<file path="src/rtl/ball_mover.sv">
// Ball motion controller for the four-paddle pong playfield: advances the ball
// one diagonal cell every TICK_DIV clocks, bounces on paddle hits, scores misses.
module ball_mover #(
  parameter int WIDTH        = 16,
  parameter int BIT_OF_WIDTH = 4,
  parameter int TICK_DIV     = 4
) (
  input  logic                      clk,
  input  logic                      rst,
  input  logic                      start_i,
  input  logic [1:0]                serve_dir_i,
  input  logic                      pause_i,
  input  logic [1:0]                collide_i,
  output logic [2*BIT_OF_WIDTH-1:0] pos_o,
  output logic [1:0]                dir_o,
  output logic                      step_o,
  output logic [3:0]                miss_side_o,
  output logic                      running_o
);

  localparam int CW = $clog2(TICK_DIV);
  localparam logic [BIT_OF_WIDTH-1:0] CENTRE   = BIT_OF_WIDTH'(WIDTH / 2 - 1);
  localparam logic [BIT_OF_WIDTH-1:0] EDGE_HI  = BIT_OF_WIDTH'(WIDTH - 1);
  localparam logic [CW-1:0]           CNT_LAST = CW'(TICK_DIV - 1);

  typedef enum logic [1:0] {S_IDLE, S_RUN, S_SCORE} state_e;

  state_e                  state_q, state_d;
  logic [CW-1:0]           cnt_q, cnt_d;
  logic [BIT_OF_WIDTH-1:0] x_q, x_d, y_q, y_d;
  logic [1:0]              dir_q, dir_d;
  logic                    step_q, step_d;
  logic [3:0]              miss_q, miss_d;

  // Candidate move for this cycle; only committed on a step edge.
  logic [1:0]              dir_new;
  logic [BIT_OF_WIDTH-1:0] x_step, y_step;
  logic [3:0]              hit;

  // y_collide (left/right paddle) flips the x direction and vice versa.
  assign dir_new = dir_q ^ {collide_i[0], collide_i[1]};
  assign x_step  = dir_new[1] ? x_q + BIT_OF_WIDTH'(1) : x_q - BIT_OF_WIDTH'(1);
  assign y_step  = dir_new[0] ? y_q + BIT_OF_WIDTH'(1) : y_q - BIT_OF_WIDTH'(1);
  assign hit     = {y_step == '0, y_step == EDGE_HI, x_step == '0, x_step == EDGE_HI};

  always_comb begin
    // NOTE: every _d gets a default before the case so no path leaves it unassigned (no latches).
    state_d = state_q;
    cnt_d   = cnt_q;
    x_d     = x_q;
    y_d     = y_q;
    dir_d   = dir_q;
    step_d  = 1'b0;
    miss_d  = miss_q;
    unique case (state_q)
      S_IDLE: begin
        x_d    = CENTRE;
        y_d    = CENTRE;
        cnt_d  = '0;
        miss_d = '0;
        if (start_i) begin
          dir_d   = serve_dir_i;
          state_d = S_RUN;
        end
      end
      S_RUN: begin
        if (!pause_i) begin
          if (cnt_q == CNT_LAST) begin
            cnt_d  = '0;
            dir_d  = dir_new;
            x_d    = x_step;
            y_d    = y_step;
            step_d = 1'b1;
            if (hit != 4'b0000) begin
              miss_d  = hit;
              state_d = S_SCORE;
            end
          end else begin
            cnt_d = cnt_q + CW'(1);
          end
        end
      end
      S_SCORE: begin
        state_d = S_IDLE;
        x_d     = CENTRE;
        y_d     = CENTRE;
        cnt_d   = '0;
        miss_d  = '0;
      end
      default: state_d = S_IDLE;
    endcase
  end

  always_ff @(posedge clk) begin
    // NOTE: state registers use non-blocking assignments so every register sees pre-edge values.
    if (rst) begin
      state_q <= S_IDLE;
      cnt_q   <= '0;
      x_q     <= CENTRE;
      y_q     <= CENTRE;
      dir_q   <= 2'b00;
      step_q  <= 1'b0;
      miss_q  <= 4'b0000;
    end else begin
      state_q <= state_d;
      cnt_q   <= cnt_d;
      x_q     <= x_d;
      y_q     <= y_d;
      dir_q   <= dir_d;
      step_q  <= step_d;
      miss_q  <= miss_d;
    end
  end

  assign pos_o       = {x_q, y_q};
  assign dir_o       = dir_q;
  assign step_o      = step_q;
  assign miss_side_o = miss_q;
  assign running_o   = (state_q == S_RUN);

endmodule

</file>
<file path="config.mk">
export PLATFORM = sky130hd
export DESIGN_NAME = ball_mover
export DESIGN_NICKNAME = d
export VERILOG_FILES = /design/src/rtl/ball_mover.sv
export SDC_FILE = /design/constraint.sdc
export NUM_CORES = 1
export LEC_CHECK = 0
export ABC_AREA = 1
export CAP_MARGIN = 20
export CELL_PAD_IN_SITES_DETAIL_PLACEMENT = 1
export CELL_PAD_IN_SITES_GLOBAL_PLACEMENT = 1
export CORE_MARGIN = 2
export CORE_UTILIZATION = 36
export DETAILED_ROUTE_END_ITERATION = 7
export HOLD_SLACK_MARGIN = 0.08
export PLACE_DENSITY = 0.88
export RECOVER_POWER = 100
export SLEW_MARGIN = 20
export SYNTH_ARGS = -nofsm -noshare
export SYNTH_HDL_FRONTEND = slang
export SYNTH_SLANG_ARGS = --single-unit
</file>
<file path="constraint.sdc">
create_clock -name clk -period 2.8 [get_ports clk]
set_clock_uncertainty 0.15 [all_clocks]
set_input_delay 0.42 -clock clk [delete_from_list [all_inputs] [get_ports clk]]
set_output_delay 0.42 -clock clk [all_outputs]
set_load 0.02 [all_outputs]
</file>
==> results of run 1 <==
how the worst max path moves through the flow:
stage                                     start                     endpoint  slack [ps]  depth (start not counted)
after floorplan           dir_o[0]$_SDFFE_PP0P_      state_q[0]$_SDFFE_PP0P_         710                         18
after global placement             collide_i[1]      state_q[0]$_SDFFE_PP0P_          70                         19
after detailed placement           collide_i[1]      state_q[0]$_SDFFE_PP0P_           1                         19
after CTS                          collide_i[1]      state_q[0]$_SDFFE_PP0P_         330                         19
after global routing               collide_i[1]  miss_side_o[0]$_SDFFE_PP0P_          70                         18
final                              collide_i[1]      state_q[0]$_SDFFE_PP0P_         310                         19
area by class of cell:
type	count	area, µm²	area share (%)
clock inverters	1	5.00	0.322
flip-flops and latches	19	380	24.5
clock buffers	3	22.5	1.45
well taps	46	57.6	3.71
inverters	36	135	8.70
multi-input cells	134	718	46.3
repair buffers	24	234	15.1
flip-flops by register name, summed over array words and instances (netlist names):
register,count
dir_o,2
x_q,4
step_o,1
cnt_q,2
state_q,2
miss_side_o,4
y_q,4
kinds of logic (layout without fill, tap and decap cells):
family / Yosys count / count (layout) / share of synthesized area [%]
XOR/XNOR: 2 / 2 / 2.60
buffers and inverters: 36 / 64 / 10.8
AND/OR/NAND/NOR: 105 / 105 / 39.6
flip-flops: 19 / 19 / 30.3
AO/OA/AOI/OAI: 22 / 22 / 11.7
adder cells (fa/ha/maj): 5 / 5 / 4.99
stage by stage:
step / power [mW] / utilization [%] / std cells / instance area, µm² / setup WS (ps)
4_1_cts: 0.895 / 47.2 / 263 / 1580 / 333
3_3_place_gp: 0.740 / 46.4 / 259 / 1550 / 66.8
6_report: 0.871 / 46.5 / 263 / 1550 / 313
5_1_grt: 0.950 / 46.5 / 263 / 1550 / 70.0
3_5_place_dp: 0.750 / 46.4 / 259 / 1550 / 1.31
2_1_floorplan: 0.626 / - / 189 / 1250 / 713
cells in the final DEF (no fill, tap or decap), drive strengths merged:
master | netlist | routed
a211oi | 1 | 1
a21oi | 5 | 5
a31oi | 2 | 2
clkbuf | 0 | 4
clkdlybuf4s50 | 0 | 5
clkinv | 0 | 1
dfxtp | 19 | 19
dlygate4sd3 | 0 | 18
ha | 5 | 5
inv | 36 | 36
nand2 | 61 | 61
nand3 | 22 | 22
nor2 | 20 | 20
nor3 | 2 | 2
o211ai | 2 | 2
o21ai | 8 | 8
o221ai | 4 | 4
xnor2 | 1 | 1
xor2 | 1 | 1
Yosys cell counts, drive strengths merged:
cell / number / area share (%)
nand3: 22 / 11
nor2: 20 / 6.4
o221ai: 4 / 2.8
inv: 36 / 11
a31oi: 2 / 1.0
xor2: 1 / 1.3
o21ai: 8 / 4.1
nor3: 2 / 1.2
a211oi: 1 / 0.60
dfxtp: 19 / 30
nand2: 61 / 21
o211ai: 2 / 1.2
xnor2: 1 / 1.3
a21oi: 5 / 2.0
ha: 5 / 5.0
routing by layer:
metal	vias up	share of wire, %	track usage [%]
met5	-	0	0
met4	0	0.97	4.17
met3	4	2.5	1.80
met2	19	49	31.1
met1	582	48	22.2
li1	652	-	-
worst register-to-register path: stages, from the launching register on:
cell and delay (ps):
dfxtp_1 430, inv_2 60, nand2_2 110, nand3_2 110, nand2_1 100, inv_1 70
ha_1 180, inv_1 90, nand2_1 60, nand2_1 60, nand2_1 70, nor2_1 140
nand3_1 130, nand2_2 110, nor2_1 50, nand2_1 50, nand3_1 100, nand2_1 80
nand2_1 50
power by group:
part           total [mW]  switching [mW]  leakage (nW)  internal [mW]
sequential          0.319          0.0258         0.155          0.293
combinational       0.410           0.271         0.610          0.139
clock               0.142          0.0889        0.0177         0.0532
==> flow_summary.toml, run 1 <==
[status]
status = "completed"

[critical_path]
crit_type = "in -> reg"
worstPathCellList = "clkdlybuf4s50_1 > inv_2 > nand2_2 > nand3_2 > nand2_1 > inv_1 > ha_1 > inv_1 > nand2_1 > nand2_1 > nand2_1 > nor2_1 > nand3_1 > nand2_2 > nor2_1 > nand2_1 > nand3_1 > nand2_1 > nand2_1"
cp-end-kind = "flop"
critPathLaunchType = "primary input"
reg2reg_depth = 18
r2r-start = "dir_o[0]$_SDFFE_PP0P_"
worstPathRequired_ps = 2860
cpMostUsedCell = "nand2_1"
worstPathMaxFanout = 4
slowest_stage = "clkdlybuf4s50_1"
r2r-end = "state_q[0]$_SDFFE_PP0P_"
cpLargestDelayFamily = "simple AND/OR/NAND/NOR gates"
rrSetupSlack_ps = 550
slowest_delay_ps = 530
worst_ep_arrival_time_ps = 2550
crit_buf_inv = 4

[clock_tree]
cts-resized-gates = 0
cts_buffer_depth = 2
clockRootBuffer = "clkbuf_4"
cts_setup_buffers = 0
clock_sinks = 19
cts_made_buffers = 3
cts_tree = "yes"
clk_pin_slew_ps = 120
cts_max_level = 1
clkLatencyLatePin_ps = 300
hold_buffers = 0

[timing]
slew_headroom_pct = 55.0
finalSetupTns_ps = 0
period_share_pct = 88.8
tightest_slew_ps = 672
rsz0062_at_grt = "no"
hold_viol = 0
fmax_mhz = 402
fin_crit_ps = 2490
finalSetupViolCount = 0
hold-worst-slack_ps = 319
maxSlewViolCount = 0

[synthesis]
yosysWarnings = 0
syn_inst = 189
synthesis.area_mm2 = 0.00125
syn_area_per_cell_um2 = 6.63
synth_nets = 202
synth_seq_area_share_pct = 30.3
synth.distinct_cells = 23
synth_seq_cells = 19

[placed_design]
hpwl_um = 2610
port_buffers = 23
gp_congestion = 0.816

[global_route]
grt_max_degree = 12
grt_pass1_wl_um = 5640
overflow = 0
grt_pass1_vias = 1277
antenna_found_initial = 0
grt_util_all_layers_pct = 17.4

[floorplan]
rows = 21
start_util_pct = 37.6
dieArea_mm2 = 0.00397
dieHeight_um = 63.0
die_x_um = 63.0
io_pins = 24
coreArea_mm2 = 0.00334

[min_path]
hold_path_startpoint = "miss_side_o[2]$_SDFFE_PP0P_"
hold_path_depth = 2
min_delay_worst_endpoint = "miss_side_o[2]$_SDFFE_PP0P_"
hold_path_class = "reg -> reg"

[route]
drc = 0
vias = 1257
detail_route.wl_per_cell_um = 12.2
drtPass1Iterations = 4
final_antenna_net_count = 0
drt_iter0_drc = 40
wl_um = 3210
via_per_inst = 4.78

[flow_run]
drv_cap = 0

[cells_and_area]
num-fill-cells = 453
antenna_cells = 0
area_delta_synth_final_pct = 23.9
fin_nets = 231
drive_gt1_share_pct = 12.9

[power_and_ir_drop]
leakage_nw = 0.782
vdd_ir_drop_max_uv = 265
p_per_area_mw_per_mm2 = 561
Power figures use the tool's default switching activity.
==> run 2: changes to the inputs <==
Settings changed: HOLD_SLACK_MARGIN 0.08 to default.
==> results of run 2 <==
Same layout as run 1: the final DEF is identical, and so are final timing and power.
==> run 3: changes to the inputs <==
Settings changed: GPL_TIMING_DRIVEN from default to 0.
==> run 3 against run 2 <==
Total power grew 0.40%. Fmax grew 1.1%. Non-clock buffer count shrank 1. Register-to-register slack is essentially flat. Critical path type unchanged. Die area is the same. Highest routed layer unchanged.
==> flow_summary.toml, run 3 (synthesized netlist as in run 1, its figures left out) <==
[timing]
finalSetupTns_ps = 0
maxSlewViolCount = 0
hold_viol = 0
hold-worst-slack_ps = 320
fin_crit_ps = 2460
finalSetupViolCount = 0
fmax_mhz = 407
slew_headroom_pct = 60.5
tightest_slew_ps = 591
rsz0062_at_grt = "no"
period_share_pct = 87.8

[cells_and_area]
antenna_cells = 0
final_common_cell = "nand2_1"
fin_nets = 230
layout_common_cells = "nand2_1, inv_1, nor2_1, dfxtp_1, dlygate4sd3_1"
drive_gt1_share_pct = 13.4
area_delta_synth_final_pct = 24.5
num-fill-cells = 458

[clock_tree]
cts_tree = "yes"
cts-resized-gates = 0
clkLatencyLatePin_ps = 300
cts_max_level = 1
cts_made_buffers = 3
clock_sinks = 19
clk_pin_slew_ps = 110
cts_setup_buffers = 0
clockRootBuffer = "clkbuf_4"
hold_buffers = 0
cts_buffer_depth = 2

[critical_path]
r2r-start = "dir_o[0]$_SDFFE_PP0P_"
worstPathMaxFanout = 4
worstPathRequired_ps = 2850
critPathLaunchType = "primary input"
crit_type = "in -> reg"
r2r-end = "state_q[0]$_SDFFE_PP0P_"
rrSetupSlack_ps = 560
cp-end-kind = "flop"
worst_ep_arrival_time_ps = 2510
reg2reg_depth = 18

[min_path]
hold_path_startpoint = "miss_side_o[3]$_SDFFE_PP0P_"
hold_path_class = "reg -> reg"
hold_path_depth = 2
min_delay_worst_endpoint = "miss_side_o[3]$_SDFFE_PP0P_"

[global_route]
antenna_found_initial = 0
grt_util_all_layers_pct = 18.0
overflow = 0
grt_pass1_wl_um = 5820
grt_pass1_vias = 1342
grt_max_degree = 11

[status]
status = "completed"

[route]
final_antenna_net_count = 0
detail_route.wl_per_cell_um = 12.0
via_per_inst = 4.81
drc = 0
drtPass1Iterations = 4
vias = 1260
wl_um = 3140
drt_iter0_drc = 34

[floorplan]
io_pins = 24
dieArea_mm2 = 0.00397
rows = 21
die_x_um = 63.0
start_util_pct = 37.6
dieHeight_um = 63.0
coreArea_mm2 = 0.00334

[power_and_ir_drop]
leakage_nw = 0.779
p_per_area_mw_per_mm2 = 560
vdd_ir_drop_max_uv = 323

[placed_design]
port_buffers = 23
hpwl_um = 2610
gp_congestion = 0.814

[flow_run]
drv_cap = 0
## run 3: worst max path at each step
stage | from | to
finish | collide_i[1] | state_q[0]$_SDFFE_PP0P_
global route | collide_i[1] | state_q[0]$_SDFFE_PP0P_
CTS | collide_i[1] | state_q[0]$_SDFFE_PP0P_
detailed placement | collide_i[1] | state_q[0]$_SDFFE_PP0P_
global placement | collide_i[1] | state_q[0]$_SDFFE_PP0P_
floorplan | dir_o[0]$_SDFFE_PP0P_ | state_q[0]$_SDFFE_PP0P_
## run 3: worst max-delay path, cell delays in order
cell             delay [ps]
clkdlybuf4s50_1         520
inv_2                    60
nand2_2                 110
nand3_2                 130
nand2_2                  90
inv_1                    70
ha_1                    180
inv_1                    90
nand2_1                  70
nand2_1                  60
nand2_1                  90
nor2_2                  120
nand3_1                 100
nand2_2                 110
nor2_1                   50
nand2_1                  50
nand3_1                 100
nand2_1                  80
nand2_1                  50
## run 3: stage by stage
| stage | worst slack (ps) | power (mW) | instance area [µm²] | cells | utilization [%] |
|---|---|---|---|---|---|
| after floorplan | 713 | 0.626 | 1250 | 189 | - |
| after global placement | 53.6 | 0.734 | 1540 | 258 | 46.2 |
| after detailed placement | 15.1 | 0.752 | 1540 | 258 | 46.2 |
| after CTS | 329 | 0.895 | 1570 | 262 | 47.0 |
| after global routing | 52.2 | 0.960 | 1560 | 262 | 46.8 |
| final | 340 | 0.874 | 1560 | 262 | 46.8 |
## run 3: final cells by class
cell class | instances | area, µm² | area share, %
Inverter | 36 | 135 | 8.66
Sequential cell | 19 | 380 | 24.4
Timing Repair Buffer | 23 | 230 | 14.8
Multi-Input combinational cell | 134 | 731 | 46.8
Clock buffer | 4 | 26.3 | 1.68
Tap cell | 46 | 57.6 | 3.69
## run 3: per-layer routing
layer / up-vias / track usage (%) / part of all wire, %
met5: - / 0 / 0
met4: 0 / 7.22 / 1.7
met3: 6 / 2.16 / 2.9
met2: 21 / 32.0 / 49
met1: 580 / 21.9 / 46
li1: 653 / - / -
## run 3: power breakdown
group / internal [mW] / total [mW] / switching, mW / leakage [nW]
clock network: 0.0555 / 0.139 / 0.0839 / 0.0150
registers: 0.293 / 0.318 / 0.0256 / 0.155
logic: 0.139 / 0.416 / 0.277 / 0.609
